### config.mk
export PLATFORM = sky130hd
export DESIGN_NAME = mc_controller
export DESIGN_NICKNAME = d
export VERILOG_FILES = /design/src/rtl/mc_controller.sv
export SDC_FILE = /design/constraint.sdc
export NUM_CORES = 1
export LEC_CHECK = 0
export CAP_MARGIN = 20
export CORE_ASPECT_RATIO = 1.25
export CORE_MARGIN = 1.5
export CORE_UTILIZATION = 47
export DETAILED_ROUTE_END_ITERATION = 12
export HOLD_SLACK_MARGIN = 0.12
export PLACE_DENSITY = 0.84
export SYNTH_ARGS = -nofsm -noshare
export SYNTH_HDL_FRONTEND = slang
export SYNTH_SLANG_ARGS = --single-unit
### constraint.sdc
create_clock -name clk -period 4.3 [get_ports clk]
set_input_delay 1.075 -clock clk [delete_from_list [all_inputs] [get_ports clk]]
set_output_delay 1.075 -clock clk [all_outputs]
set_load 0.01 [all_outputs]
### src/rtl/mc_controller.sv
// Multi-cycle FETCH/DECODE/EXEC/MEM/WB control unit for the 16-bit windowed-register CPU.
// Optional retired-instruction counter enabled by defining MC_CTRL_INSTRET_EN.
module mc_controller (
    input  logic        clk,
    input  logic        rst,
    input  logic [15:0] inst,
    input  logic        zero,
    output logic        ldw,
    output logic        wdsel,
    output logic        regwrite,
    output logic        pc1sel,
    output logic        pc2sel,
    output logic        asel,
    output logic        memread,
    output logic        memwrite,
    output logic        memtoreg,
    output logic [2:0]  aluop,
    output logic        pcwrite,
    output logic        halted,
    output logic [15:0] instret
);
    typedef enum logic [2:0] {
        S_FETCH, S_DECODE, S_EXEC, S_MEM, S_WB, S_HALT
    } state_t;

    typedef struct packed {
        logic       ldw;
        logic       wdsel;
        logic       regwrite;
        logic       pc1sel;
        logic       pc2sel;
        logic       asel;
        logic       memread;
        logic       memwrite;
        logic       memtoreg;
        logic [2:0] aluop;
        logic       pcwrite;
        logic       halted;
    } ctrl_t;

    typedef struct packed {
        logic load, store, jump, wndw, brz, halt, move, alu_r, alu_i;
    } cls_t;

    function automatic cls_t classify(input logic [15:0] i);
        cls_t k;
        k        = '0;
        k.load   = (i[15:12] == 4'b0000);
        k.store  = (i[15:12] == 4'b0001);
        k.jump   = (i[15:12] == 4'b0010);
        k.wndw   = (i[15:12] == 4'b0011);
        k.brz    = (i[15:12] == 4'b0100);
        k.halt   = (i[15:12] == 4'b0111);
        k.move   = (i[15:12] == 4'b1000) && (i[3:0] == 4'd0);
        k.alu_r  = (i[15:12] == 4'b1000) && (i[3:0] >= 4'd1) && (i[3:0] <= 4'd5);
        k.alu_i  = (i[15:14] == 2'b11);
        return k;
    endfunction

    // Control word for a given state; evaluated on next-state values so outputs are registered yet Moore.
    function automatic ctrl_t ctrl_for(input state_t s, input logic [15:0] i, input logic z);
        ctrl_t      c;
        cls_t       k;
        logic [3:0] func_m1;
        logic [2:0] op_v;
        logic       is_alu;
        c       = '0;
        k       = classify(i);
        func_m1 = i[3:0] - 4'd1;
        op_v    = k.alu_i ? {1'b0, i[13:12]} : func_m1[2:0];
        is_alu  = k.alu_r || k.alu_i;
        case (s)
            S_DECODE: begin
                if (k.jump) begin
                    c.pc2sel  = 1'b1;
                    c.pcwrite = 1'b1;
                end else if (k.brz) begin
                    c.pc1sel  = z;
                    c.pcwrite = 1'b1;
                end else if (!(is_alu || k.move || k.load || k.store || k.wndw || k.halt)) begin
                    c.pcwrite = 1'b1;
                end
            end
            S_EXEC: begin
                if (is_alu) begin
                    c.aluop = op_v;
                    c.asel  = k.alu_i;
                end else if (k.wndw) begin
                    c.ldw     = 1'b1;
                    c.pcwrite = 1'b1;
                end
            end
            S_MEM: begin
                if (k.load) begin
                    c.memread = 1'b1;
                end else if (k.store) begin
                    c.memwrite = 1'b1;
                    c.pcwrite  = 1'b1;
                end
            end
            S_WB: begin
                c.regwrite = 1'b1;
                c.pcwrite  = 1'b1;
                if (is_alu) begin
                    c.aluop = op_v;
                    c.asel  = k.alu_i;
                    c.wdsel = 1'b1;
                end else if (k.load) begin
                    c.memread  = 1'b1;
                    c.memtoreg = 1'b1;
                    c.wdsel    = 1'b1;
                end
            end
            S_HALT:  c.halted = 1'b1;
            default: c = '0;
        endcase
        return c;
    endfunction

    state_t      state_reg, state_next;
    logic [15:0] ir_reg, ir_next;
    logic        zf_reg, zf_next;
    ctrl_t       ctrl_reg;
    cls_t        cls;
    logic        unused_ir_bits;

    assign cls            = classify(ir_reg);
    assign unused_ir_bits = ^ir_reg[11:4];

    always_comb begin
        state_next = state_reg;
        ir_next    = ir_reg;
        zf_next    = zf_reg;
        case (state_reg)
            S_FETCH: begin
                ir_next    = inst;
                state_next = S_DECODE;
            end
            S_DECODE: begin
                if (cls.alu_r || cls.alu_i || cls.wndw) state_next = S_EXEC;
                else if (cls.move)                      state_next = S_WB;
                else if (cls.load || cls.store)         state_next = S_MEM;
                else if (cls.halt)                      state_next = S_HALT;
                else                                    state_next = S_FETCH;
            end
            S_EXEC: begin
                if (cls.alu_r || cls.alu_i) begin
                    zf_next    = zero;
                    state_next = S_WB;
                end else begin
                    state_next = S_FETCH;
                end
            end
            S_MEM:   state_next = cls.load ? S_WB : S_FETCH;
            S_WB:    state_next = S_FETCH;
            S_HALT:  state_next = S_HALT;
            default: state_next = S_FETCH;
        endcase
    end

    always_ff @(posedge clk) begin
        if (rst) begin
            state_reg <= S_FETCH;
            ir_reg    <= '0;
            zf_reg    <= 1'b0;
            ctrl_reg  <= '0;
        end else begin
            state_reg <= state_next;
            ir_reg    <= ir_next;
            zf_reg    <= zf_next;
            ctrl_reg  <= ctrl_for(state_next, ir_next, zf_next);
        end
    end

`ifdef MC_CTRL_INSTRET_EN
    logic [15:0] instret_reg;
    always_ff @(posedge clk) begin
        if (rst)                   instret_reg <= '0;
        else if (ctrl_reg.pcwrite) instret_reg <= instret_reg + 16'd1;
    end
    assign instret = instret_reg;
`else
    assign instret = 16'h0000;
`endif

    assign ldw      = ctrl_reg.ldw;
    assign wdsel    = ctrl_reg.wdsel;
    assign regwrite = ctrl_reg.regwrite;
    assign pc1sel   = ctrl_reg.pc1sel;
    assign pc2sel   = ctrl_reg.pc2sel;
    assign asel     = ctrl_reg.asel;
    assign memread  = ctrl_reg.memread;
    assign memwrite = ctrl_reg.memwrite;
    assign memtoreg = ctrl_reg.memtoreg;
    assign aluop    = ctrl_reg.aluop;
    assign pcwrite  = ctrl_reg.pcwrite;
    assign halted   = ctrl_reg.halted;
endmodule
Word level (Yosys, flattened, before mapping)
Index checks and enable logic that the tools add are counted.
{ "totals": {"regBits": 34, "elab_cells": 104, "output_inout_bits": 30, "in_bits": 19} }
{ "op_classes": {"bitwise": 7, "n_reduce_logical": 28, "order_cmp": 4, "n_eq_ne": 21, "mux": 26, "add_sub_neg": 1} }
{ "op_table": {"columns": ["op", "n"], "rows": [
  ["two-way mux 3 bit", 6],
  ["zero test 4 bit", 4],
  ["two-way mux 16 bit", 1],
  ["two-way mux 1 bit", 15],
  ["one-hot mux 3 bit (5 select lines)", 1],
  ["== test 3 x 2 -> 1 bit (second input constant)", 4],
  ["== test 4 x 2 -> 1 bit (second input constant)", 3],
  ["== test 4 x 3 -> 1 bit (second input constant)", 3],
  ["OR reduction 2 bit", 5],
  ["== test 3 bit (second input constant)", 3],
  ["logical OR 1 bit", 9],
  ["== test 4 x 1 -> 1 bit (second input constant)", 2],
  ["== test 4 bit (second input constant)", 2],
  [">= comparator 4 x 1 -> 1 bit (second input constant)", 2],
  ["<= comparator 4 x 3 -> 1 bit (second input constant)", 2],
  ["OR reduction 4 bit", 2],
  ["inverter 1 bit", 7],
  ["== test 3 x 1 -> 1 bit (second input constant)", 2],
  ["logical AND 1 bit", 6],
  ["== test 2 bit (second input constant)", 2],
  ["one-hot mux 1 bit (4 select lines)", 1],
  ["zero test 3 bit", 1],
  ["OR reduction 3 bit", 1],
  ["subtractor 3 x 1 -> 3 bit (second input constant)", 1],
  ["2 further kinds", 2]
]} }

Longest topological paths before layout
{ "logic_depth": {"ltp_word": 15, "ltp_mapped": 10, "ltp_nobuf": 8} }

Worst setup path before layout
OpenSTA, ideal clock, no wires.
{ "synth_path": {"path_kind": "input to register", "start": "input inst[0]", "end": "register ctrl_reg (netlist bit aluop[0])", "path_buffers": 0, "cell_stages": 6, "required_ps": 4241, "arrival_ps": 2425, "setup_ps": 59, "path_slack_ps": 1816, "path_cell_list": "mux2i_1 ha_1 a31oi_1 a221o_1 a211oi_1 o211a_1"} }
{ "synth_via": {"elab_chain_len": 7, "elab_cells_between_ends": 10, "cone_classes": "add/sub: 1; order compare: 2; mux: 2; bitwise: 1; reduce/logical: 4"} }
{ "synth_lines": {"columns": ["element", "line_no", "rtl"], "rows": [
  ["from (decl)", "6", "input logic [15:0] inst,"],
  ["two-way mux 16 bit *", "134", "case (state_reg)"],
  [">= comparator 4 x 1 -> 1 bit", "55", "k.alu_r = (i[15:12] == 4'b1000) && (i[3:0] >= 4'd1) && (i[3:0] <= 4'd5);"],
  ["logical AND 1 bit (2 in series)", "55", null],
  ["logical OR 1 bit", "71", "is_alu = k.alu_r || k.alu_i;"],
  ["inverter 1 bit (no source line)", null, null],
  ["OR reduction 3 bit (no source line)", null, null],
  ["to (signal assigned)", "171", "ctrl_reg <= ctrl_for(state_next, ir_next, zf_next);"],
  ["to (decl)", "123", "ctrl_t ctrl_reg;"]
]} }
Every way passes the cells marked *; elsewhere a longest branch is shown, timed or not.
A chain may end at the register's enable or synchronous reset.

Worst setup path in the final report
{ "layout_path": {"start": "register state_reg[1]", "end": "register ctrl_reg (netlist bit aluop[1])"} }
{ "layout_via": {"elab_chain_len": 8, "elab_cells_between_ends": 22, "cone_classes": "add/sub: 1; order compare: 2; eq/ne: 8; mux: 3; bitwise: 2; reduce/logical: 6"} }
{ "layout_lines": {"columns": ["element", "line_no", "rtl"], "rows": [
  ["from (decl)", "120", "state_t state_reg, state_next;"],
  ["from (signal assigned)", "168", "state_reg <= state_next;"],
  ["zero test 3 bit", "134", null],
  ["two-way mux 16 bit", "134", null],
  [">= comparator 4 x 1 -> 1 bit / == test 4 bit (equally long branches)", "55", null],
  ["logical AND 1 bit (2 in series)", "55", null],
  ["logical OR 1 bit", "71", null],
  ["inverter 1 bit (no source line)", null, null],
  ["OR reduction 3 bit (no source line)", null, null]
]} }
Several ways; a longest one is shown, not always the timed one.

==> flow_summary.ini <==
[die]
io_pins = 49
row_count = 21
start_util = 0.4975
die_x_um = 50.87
fp.dieArea_sq_um = 3197
die_h_um = 62.84
core-area_sq_um = 2706

[sta]
fin_tns_setup_ns = 0
fin_skew_ns = 0.007817
fin_crit_sh = 0.6643
max_freq_mhz = 350.1
finalSetupViolations = 0
final_max_slew_viol_count = 0
hold_ws_ns = 0.4953
min_period_ns = 2.856
finalHoldViolations = 0
rsz0062_at_grt = no
setup_slack_ns = 1.444
slew_headroom = 0.5024
tightestPinTransition_ns = 0.7406

[power_and_ir_drop]
swShare = 0.3389
total_power_w = 0.0006770
switchingPower_w = 0.0002294
power_density_nw_per_um2 = 427.1
p_comb_frac = 0.322
leakage_nw = 0.6633
clockPowerShare = 0.254
intPower_w = 0.0004476
pwr-share-seq = 0.424
peakVddDrop_v = 0.0002928

[drt]
dr.first_iter.drc_count = 30
ant_nets = 0
num_vias = 1137
viasPerCell = 5.440
avgRoutedWirePerCell_um = 13.33
met2_length_mm = 1.494
top_layer = met4
wl_met1_mm = 1.093
firstDrtPassIters = 4
drc = 0
routed_wl_mm = 2.785
met3WireLength_um = 133

[setup_path]
cp-end-kind = flop
crit_required_ns = 4.58
critical_path_class = reg -> reg
critPathBufInv = 0
crit_slowest_cell = nor3_1
crit_family = compound AO/OA/AOI/OAI gates
start_kind = flop
crit-reg2reg-launch = state_reg[1]
cp_max_fo = 7
cp_data_arrival_time_ns = 3.14
crit_start = state_reg[1]
cp_slowest_stage_delay_ns = 0.64
path_cells = nor3_1, mux2i_1, ha_1, a31oi_1, a221o_1, a211oi_1, o211a_1

[final_layout]
syn2layout_area_growth_pct = 17.75
layout-drive-gt1-share = 0.06857
nNetsFinal = 198
largest_reg_flops = 8
fin_cells = 209
diodes = 0

[placement]
io_buffers = 24
dp.cells = 205
gp_congestion = 0.8750
dp.final_hpwl_mm = 2.101
place_ws_ns = 1.137

[min_path]
min_path_type = reg -> reg
min_from = ir_reg[3]

[grt]
grt_max_degree = 21
grt_pass1_vias = 1121
track_usage = 0.1890
antenna_found_initial = 0
grt_pass1_wl_mm = 4.643
gr-total-overflow = 0

[synth]
synth_top_area_cell = dfxtp_1
synth-main-ff-cell = dfxtp_1
synth_area_per_cell_sq_um = 8.742
synth_cells = 154
synth-seq-cells = 26
synth.distinct_cells = 44
synth_top_area_frac = 0.3866
synth_edf_count = 0
synthTopCellsByArea = dfxtp_1 39%, buf_4 8.9%, mux2i_1 5.9%, nor2_1 4.7%, a21oi_1 4.1%
ys.warnings.count = 0
synth_most_common_cell = dfxtp_1
syn_area_sq_um = 1346
seq_area_frac_synth = 0.3866
synthTopCellsByCount = 26 x dfxtp_1, 17 x nor2_1, 16 x buf_4, 11 x a21oi_1, 9 x nand2_1
synthArstFlopShare = 0

[clock_tree]
cts-htree-levels = 1
cts_buffers = 3
post_cts_resized = 0
cts_tree = done
cts_max_path_buffers = 2
clock-sinks = 26
root_buffer = clkbuf_4
cts_hold_buf = 0
clkTransAtPathRegs_ns = 0.15
clk_latency_ns = 0.33
cts_setup_buffers = 0

[run_status]
status = completed

[job]
maxCapViolCount = 0
layout make-up:
type | count | area [sq um]
Clock buffer | 3 | 22.52
Clock inverter | 1 | 30.03
Fill cell | 248 | 1121
Inverter | 7 | 26.28
Multi-Input combinational cell | 114 | 703.2
Sequential cell | 26 | 520.5
Tap cell | 34 | 42.54
Timing Repair Buffer | 24 | 240.2
logic make-up after synthesis:
kind of cell | after synthesis | share of synthesized area
compound gates | 26 | 0.1376
xor+xnor | 1 | 0.006507
fa+ha+maj | 3 | 0.02788
buf+inv | 29 | 0.1329
flops | 26 | 0.3866
mux | 8 | 0.05948
other cells | 1 | 0.002785
simple gates | 60 | 0.2463
final timing paths:
check	to	slack, ns	cells after the start
max	aluop[1]	1.44	7
min	ir_reg[3]	0.50	2
max reg2reg	aluop[1]	1.44	7
min reg2reg	ir_reg[3]	0.50	2
layer usage:
metal,vias up,GRT usage
met4,0,0.1250
met1,535,0.2012
li1,554,-
met5,-,0
met2,43,0.3421
met3,5,0.01675
placed cells by master (no fill, tap or decap), types with 2 or more instances in the layout:
cell type         n
dfxtp_1          26
clkdlybuf4s50_1  24
nor2_1           17
conb_1           16
a21oi_1          11
nand2_1           9
mux2i_1           8
inv_1             7
nor3_1            5
or3_1             4
nand4_1           3
nor4_1            3
nand3_1           3
ha_1              3
clkbuf_4          3
a31oi_1           2
or4_4             2
or2_2             2
nand2b_1          2
o211a_1           2
nor4b_1           2
worst min-delay path, stage by stage (launching register included):
cell and delay, ns:
dfxtp_1 0.36, nand2_1 0.06, a21oi_1 0.06
power groups by stage:
stage	sequential, W	combinational [W]	clock [W]
after CTS	0.000286	0.000216	0.000174
after detailed placement	0.000291	0.000215	0
after global routing	0.000290	0.000242	0.000183
after floorplan	0.000283	0.000179	0
after global placement	0.000290	0.000208	0
final	0.000287	0.000218	0.000172
metrics by stage:
| stage | util | area (sq um) |
|---|---|---|
| 2_1_floorplan | - | 1403 |
| 3_3_place_gp | 0.5663 | 1533 |
| 3_5_place_dp | 0.5663 | 1533 |
| 4_1_cts | 0.5858 | 1585 |
| 5_1_grt | 0.5858 | 1585 |
| 6_report | 0.5858 | 1585 |
(Power assumes the default switching activity.)
